File: config.mk
export PLATFORM = sky130hd
export DESIGN_NAME = wormhole_output_arbiter
export DESIGN_NICKNAME = d
export VERILOG_FILES = /design/src/rtl/wormhole_output_arbiter.sv
export SDC_FILE = /design/constraint.sdc
export NUM_CORES = 1
export LEC_CHECK = 0
export ABC_CLOCK_PERIOD_IN_PS = 18200
export BUFFER_PORTS_ARGS = -buffer_cell sky130_fd_sc_hd__buf_4
export CAP_MARGIN = 20
export CORE_ASPECT_RATIO = 1.2
export CORE_MARGIN = 2
export CORE_UTILIZATION = 62
export CTS_CLUSTER_SIZE = 20
export DETAILED_ROUTE_END_ITERATION = 10
export GPL_ROUTABILITY_DRIVEN = 0
export PLACE_DENSITY = 0.87
export SYNTH_ARGS = -nofsm -noshare
export SYNTH_HDL_FRONTEND = slang
export SYNTH_SLANG_ARGS = --single-unit
File: constraint.sdc
create_clock -name clk -period 18.2 [get_ports clk]
set_input_delay 3.64 -clock clk [delete_from_list [all_inputs] [get_ports clk]]
set_output_delay 3.64 -clock clk [all_outputs]
set_load 0.005 [all_outputs]
File: src/rtl/wormhole_output_arbiter.sv
// Round-robin, packet-locking arbiter for one router output port; grant is 0-cycle combinational.
// Optional sticky protocol-error detection is built only when WH_ARB_ERR_EN is defined.
module wormhole_output_arbiter #(
  parameter int NUM_PORTS = 5,
  parameter int OP_SIZE   = 3,
  parameter int TYPE_SIZE = 2,
  parameter int CNT_W     = 8
) (
  input  logic                           clk,
  input  logic                           rst,
  input  logic [NUM_PORTS-1:0]           req,
  input  logic [NUM_PORTS*TYPE_SIZE-1:0] flit_type,
  input  logic                           ON_OFF_signal,
  output logic [NUM_PORTS-1:0]           grant,
  output logic                           wr_en,
  output logic                           locked,
  output logic [OP_SIZE-1:0]             owner,
  output logic [CNT_W-1:0]               pkt_cnt,
  output logic                           err
);

  typedef enum logic {S_IDLE, S_LOCKED} state_t;

  localparam logic [TYPE_SIZE-1:0] T_HEAD = TYPE_SIZE'(0);
  localparam logic [TYPE_SIZE-1:0] T_TAIL = TYPE_SIZE'(2);
  localparam logic [TYPE_SIZE-1:0] T_HT   = TYPE_SIZE'(3);
  localparam logic [OP_SIZE:0]     NP_W   = (OP_SIZE+1)'(NUM_PORTS);

  state_t             state_q;
  logic [OP_SIZE-1:0] ptr_q;
  logic [OP_SIZE-1:0] owner_q;
  logic [CNT_W-1:0]   pkt_cnt_q;
  logic               locked_q;

  logic [TYPE_SIZE-1:0]   ft [NUM_PORTS];
  logic [NUM_PORTS-1:0]   eligible;
  logic [2*NUM_PORTS-1:0] dbl;
  logic [NUM_PORTS-1:0]   rot;
  logic [OP_SIZE-1:0]     off;
  logic [OP_SIZE-1:0]     win_idx;
  logic                   win_found;
  logic [TYPE_SIZE-1:0]   win_type;
  logic [TYPE_SIZE-1:0]   own_type;
  logic                   own_req;
  logic [NUM_PORTS-1:0]   grant_c;
  logic                   xfer;

  function automatic logic [OP_SIZE-1:0] wrap_add(input logic [OP_SIZE-1:0] a,
                                                  input logic [OP_SIZE-1:0] b);
    logic [OP_SIZE:0] s;
    s = {1'b0, a} + {1'b0, b};
    if (s >= NP_W) s = s - NP_W;
    return s[OP_SIZE-1:0];
  endfunction

  always_comb begin
    eligible = '0;
    for (int i = 0; i < NUM_PORTS; i++) begin
      ft[i]       = flit_type[i*TYPE_SIZE +: TYPE_SIZE];
      eligible[i] = req[i] && (ft[i] == T_HEAD || ft[i] == T_HT);
    end
  end

  // Rotate eligibility so bit 0 is the ptr position; lowest set bit is the winner.
  always_comb begin
    dbl = {eligible, eligible} >> ptr_q;
    rot = dbl[NUM_PORTS-1:0];
    off = '0;
    for (int k = NUM_PORTS-1; k >= 0; k--) begin
      if (rot[k]) off = OP_SIZE'(k);
    end
    win_found = |rot;
    win_idx   = wrap_add(ptr_q, off);
  end

  always_comb begin
    win_type = T_HEAD;
    own_type = T_HEAD;
    own_req  = 1'b0;
    for (int i = 0; i < NUM_PORTS; i++) begin
      if (win_idx == OP_SIZE'(i)) win_type = ft[i];
      if (owner_q == OP_SIZE'(i)) begin
        own_type = ft[i];
        own_req  = req[i];
      end
    end
  end

  always_comb begin
    grant_c = '0;
    if (ON_OFF_signal) begin
      if (state_q == S_IDLE) begin
        if (win_found) grant_c[win_idx] = 1'b1;
      end else begin
        grant_c[owner_q] = own_req;
      end
    end
  end

  // Grant is forced low during reset so no buffer is popped while the state is being cleared.
  assign grant = rst ? grant_c : '0;
  assign wr_en = |grant;
  assign xfer  = |grant_c;

  always_ff @(posedge clk or negedge rst) begin
    if (!rst) begin
      state_q   <= S_IDLE;
      ptr_q     <= '0;
      owner_q   <= '0;
      pkt_cnt_q <= '0;
      locked_q  <= 1'b0;
    end else begin
      case (state_q)
        S_IDLE: begin
          if (xfer) begin
            if (win_type == T_HEAD) begin
              state_q  <= S_LOCKED;
              owner_q  <= win_idx;
              locked_q <= 1'b1;
            end else begin
              pkt_cnt_q <= pkt_cnt_q + CNT_W'(1);
              ptr_q     <= wrap_add(win_idx, OP_SIZE'(1));
            end
          end
        end
        S_LOCKED: begin
          if (xfer && own_type == T_TAIL) begin
            state_q   <= S_IDLE;
            pkt_cnt_q <= pkt_cnt_q + CNT_W'(1);
            ptr_q     <= wrap_add(owner_q, OP_SIZE'(1));
            owner_q   <= '0;
            locked_q  <= 1'b0;
          end
        end
        default: begin
          state_q  <= S_IDLE;
          locked_q <= 1'b0;
        end
      endcase
    end
  end

  assign locked  = locked_q;
  assign owner   = owner_q;
  assign pkt_cnt = pkt_cnt_q;

`ifdef WH_ARB_ERR_EN
  logic [4:0] stall_q, stall_d;
  logic       err_q, err_d;
  logic       lock_err, idle_stuck;

  // A stray body/tail in IDLE with no head to serve means the upstream lost a packet boundary.
  always_comb begin
    lock_err   = (state_q == S_LOCKED) && own_req && (own_type == T_HEAD || own_type == T_HT);
    idle_stuck = (state_q == S_IDLE) && |(req & ~eligible) && !(|eligible);
    stall_d    = idle_stuck ? ((stall_q == 5'd31) ? stall_q : stall_q + 5'd1) : 5'd0;
    err_d      = err_q || lock_err || (idle_stuck && stall_q >= 5'd15);
  end

  always_ff @(posedge clk or negedge rst) begin
    if (!rst) begin
      stall_q <= '0;
      err_q   <= 1'b0;
    end else begin
      stall_q <= stall_d;
      err_q   <= err_d;
    end
  end

  assign err = err_q;
`else
  assign err = 1'b0;
`endif

endmodule

Word level (Yosys, flattened, before mapping):

Index checks and enable logic that the tools add are counted.

* bitwise logic cells: 2
* divide/modulo/power cells: 0
* shift operators: 1
* multiplexer cells: 51
* equality and inequality tests: 18
* $lt $le $gt $ge: 7
* multipliers: 0
* reductions and logical operators: 26
* $add $sub $neg: 7

Operator list (number)
* two-way mux 3 bit: 14
* two-way mux 8 bit: 3
* two-way mux 2 bit: 10
* two-way mux 5 bit: 4
* one-hot mux 8 bit (2 select lines): 1
* OR reduction 5 bit: 3
* two-way mux 1 bit: 13
* == test 2 bit (second input constant): 6
* == test 3 x 2 -> 1 bit (second input constant): 4
* >= comparator 4 x 3 -> 1 bit (second input constant): 3
* zero test 2 bit: 6
* one-hot mux 3 bit (2 select lines): 2
* >> shifter 10 x 3 -> 5 bit: 1
* subtractor 3 bit (second input constant): 3
* adder 3 x 1 -> 4 bit (second input constant): 2
* adder 8 x 1 -> 8 bit (second input constant): 1
* logical AND 1 bit: 8
* less-than comparator 3 x 4 -> 1 bit (second input constant): 2
* demux 1 bit (select 3 bit): 2
* == test 3 x 1 -> 1 bit (second input constant): 2
* == test 3 bit (second input constant): 2
* >= comparator 3 x 1 -> 1 bit (second input constant): 2
* zero test 3 bit: 2
* AND reduction 3 bit: 2
* 7 further kinds: 14

* input port bits: 18
* register bits after elaboration: 16
* output and inout bits: 19
* bits in read-only memories: 0
* latch bits: 0
* logic and storage cells: 117
* memory bits (writable): 0
* memories: 0

Longest topological paths before layout:

* depth after elaboration: 23
* gate-level depth with buffers: 26
* mapped depth without buffers: 24

Worst setup path before layout:

No wires, ideal clock.

* kind: input -> output
* start point: input flit_type[9]
* end point: output grant[3]
* data required time: 14.560 ns
* slack: 7.031 ns
* arrival: 7.529 ns
* buffers on the path: 1
* cell stages on the path: 19
* path through: xnor2_1 > a32oi_1 > a22o_1 > a211o_1 > nor2b_1 > nor2_1 > o31ai_1 > ha_1 > fa_1 > clkbuf_1 > inv_1 > ha_1 > and2b_1 > o211ai_2 > a21oi_4 > nand2_1 > mux2_2 > or3_1 > a21oi_1

* word-level cells in the longest chain between the ends: 20
* elaborated cells on any way between the ends: 24
* classes of those cells: add/sub (2); order compare (3); eq/ne (1); shift (1); mux (12); reduce/logical (5)

Ends and longest elaborated chain
* start: declaration: line 12 `input logic [NUM_PORTS*TYPE_SIZE-1:0] flit_type,`
* == test 2 bit / zero test 2 bit (equally long branches): line 60 `eligible[i] = req[i] && (ft[i] == T_HEAD || ft[i] == T_HT);`
* logical OR 1 bit *: line 60
* logical AND 1 bit *: line 60
* >> shifter 10 x 3 -> 5 bit *: line 66 `dbl = {eligible, eligible} >> ptr_q;`
* two-way mux 3 bit (5 in series): line 70 `if (rot[k]) off = OP_SIZE'(k);`
* adder 3 x 3 -> 4 bit: line 51 `s = {1'b0, a} + {1'b0, b};`
* >= comparator 4 x 3 -> 1 bit / subtractor 3 bit (equally long branches): line 52 `if (s >= NP_W) s = s - NP_W;`
* two-way mux 3 bit: line 52
* less-than comparator 3 x 4 -> 1 bit (implied by the code) / >= comparator 3 x 1 -> 1 bit (equally long branches): line 93 `if (win_found) grant_c[win_idx] = 1'b1;`
* logical AND 1 bit (implied by the code): line 93
* two-way mux 1 bit (implied by the code): line 93
* demux 1 bit (select 3 bit): line 93
* two-way mux 5 bit *: line 93
* two-way mux 5 bit *: line 92 `if (state_q == S_IDLE) begin`
* two-way mux 5 bit *: line 91 `if (ON_OFF_signal) begin`
* two-way mux 5 bit *: line 101 `assign grant = rst ? grant_c : '0;`
* end: declaration: line 14 `output logic [NUM_PORTS-1:0] grant,`

Every way passes the cells marked *; elsewhere a longest branch is shown, timed or not.

Worst setup path after layout:

Ends and elaborated chain as after synthesis.

==> impl_metrics.toml <==
[outcome]
outcome = "finished clean"

[die]
die-height_um = 69.4
io_pins = 37
initial_utilization_pct = 65.6
die_width_um = 58.5
dieArea_um2 = 4060
rows = 23
coreArea_um2 = 3370

[final_layout]
final_common_cell = "buf_4"
final_util_pct = 73.8
layout-drive-gt1-share_pct = 19.7
fin_nets = 333
diodes = 0
final_cell_mix = "buf_4, nor2_1, nand2_1"
area_growth_pct = 12.6

[yosys]
synth_seq_cells = 16
yosysSeqAreaShare_pct = 18.1
synth_area_um2 = 2210
postSynthCellCount = 275
synth_edf_count = 0
synth_cell_types = 66
avgSynthCellArea_um2 = 8.03
ys_warn_count = 0
ys.flop_type = "dfrtp_1"
synthArstFlopShare_pct = 100
synth_nets = 307

[critical_path]
cp-end-kind = "output port"
crit_chain = "buf_4, xnor2_1, a32oi_1, a22o_1, a211o_1, nor2b_1, nor2_1, o31ai_1, ha_1, fa_1, inv_1, ha_1, and2b_1, o211ai_2, a21oi_4, nand2_1, mux2_2, or3_1, a21oi_1, buf_4"
critical_path.max_stage_delay_ns = 0.59
cp.required_ns = 14.56
crit_type = "in2out"
worst_ep_arrival_time_ns = 8.17
worstPathBufferInverterCount = 3
crit_slowest_cell = "fa_1"
path_delay_family = "compound AO/OA/AOI/OAI gates"
worstPathMaxFanout = 11
crit_path_start_kind = "input pin"

[placement]
io_buffers = 35
dp_hpwl_mm = 4.27

[clocking]
cts_setup_buffers = 0
cts_sinks = 16
cts_inserted_buffers = 3
ctsHoldBuffers = 0
clk_pin_slew_ns = 0.06
cts_resized = 0
cts_tree = "yes"
cts_max_path_buffers = 2
clock_latency_ns = 0.24
htreeDepth = 1
cts-root-buf = "clkbuf_8"

[flow_run]
drv_cap = 0

[timing]
final_hold_viol_count = 0
setup_viol = 0
slew-limit-headroom_pct = 54.3
layout_min_cycle_time_ns = 11.81
min_period_over_period_pct = 64.9
rsz0062_at_grt = "no"
fmax_mhz = 84.7
report.final.slew_viol_count = 0
fin_skew_ns = 0.00271
worst_slew_pin_slew_ns = 0.678
fin_setup_tns_ns = 0

[global_route]
antenna_found_initial = 0
grt-ovfl-total = 0
grtUsageTotal_pct = 28.1
grt_start_max_net_pins = 21
grt_pass1_wl_mm = 9.11
grt_pass1_vias = 1967

[drt]
vias_per_cell = 6.48
first_pass_iters = 5
postRouteWirelength_mm = 5.52
drtAntennaViolNets = 0
dr.first_iter.drc_count = 168
drc = 0
vias = 2177
avgRoutedWirePerCell_um = 16.4

[min_path]
hold_class = "reg2reg"
cell usage after synthesis (4+ instances only):
cell | number | share of area (%)
nand3b_1 | 4 | 1.4
o21ai_0 | 9 | 2.0
clkbuf_1 | 7 | 1.2
a211oi_1 | 4 | 1.4
nand2b_1 | 9 | 2.6
nor2b_1 | 12 | 3.4
dfrtp_1 | 16 | 18
nand3_1 | 10 | 2.3
mux2_2 | 6 | 3.1
ha_1 | 13 | 7.4
a21oi_1 | 19 | 4.3
nand2_1 | 20 | 3.4
nor2_1 | 25 | 4.3
xnor2_1 | 5 | 2.0
o211ai_1 | 4 | 1.4
nor3_1 | 4 | 0.91
xor2_1 | 9 | 3.6
o21a_1 | 5 | 1.7
inv_1 | 15 | 2.6
nor4_1 | 6 | 1.7
flip-flops by register name, summed over array words and instances (netlist names):
| name | flops |
|---|---|
| pkt_cnt | 8 |
| locked | 1 |
| ptr_q | 3 |
| state_q | 1 |
| owner | 3 |
cells by family (layout without fill, tap and decap cells):
| family | count (synthesis) | in the layout | synth area share (%) |
|---|---|---|---|
| simple gates | 108 | 108 | 26.9 |
| compound gates | 80 | 80 | 28.6 |
| buf+inv | 29 | 53 | 5.78 |
| flops | 16 | 16 | 18.1 |
| fa+ha+maj | 14 | 14 | 8.28 |
| xor+xnor | 14 | 14 | 5.56 |
| mux | 13 | 13 | 6.58 |
| other cells | 1 | 1 | 0.170 |
final timing paths:
check | startpoint | slack, ns | depth (start not counted) | to
min in group asynchronous | rst | 3.26 | 1 | pkt_cnt[6]
min | pkt_cnt[7] | 0.48 | 1 | pkt_cnt[7]
min reg2reg | pkt_cnt[7] | 0.48 | 1 | pkt_cnt[7]
max in group asynchronous | rst | 14.74 | 1 | owner[0]
max reg2reg | ptr_q[1] | 12.11 | 24 | ptr_q[0]
max | flit_type[9] | 6.39 | 20 | grant[3]
cell type report:
type / count / area (µm²)
flip-flops and latches: 16 / 400
inverters: 15 / 56.3
repair buffers: 35 / 263
well taps: 37 / 46.3
fillers: 259 / 881
clock buffers: 3 / 41.3
multi-input cells: 230 / 1680
routing by layer:
| metal | vias to the layer above | wire length (µm) | global-route usage, % |
|---|---|---|---|
| li1 | 1064 | - | - |
| met1 | 1028 | 2380 | 38.5 |
| met2 | 75 | 2760 | 45.9 |
| met3 | 10 | 285 | 3.54 |
| met4 | 0 | 89 | 7.75 |
| met5 | - | 0 | 0 |
through the flow:
step	hold slack, ns	cells	worst slack [ns]	cell area [µm²]
after floorplan	0.465	275	7.03	2210
after global placement	0.463	333	6.55	2440
after detailed placement	0.470	333	6.47	2440
after CTS	0.478	336	6.45	2490
after global routing	0.489	336	5.97	2490
final	0.480	336	6.39	2490
Power is not shown: default switching activity piles up to over one toggle a cycle in this logic, so the estimate is an artifact.
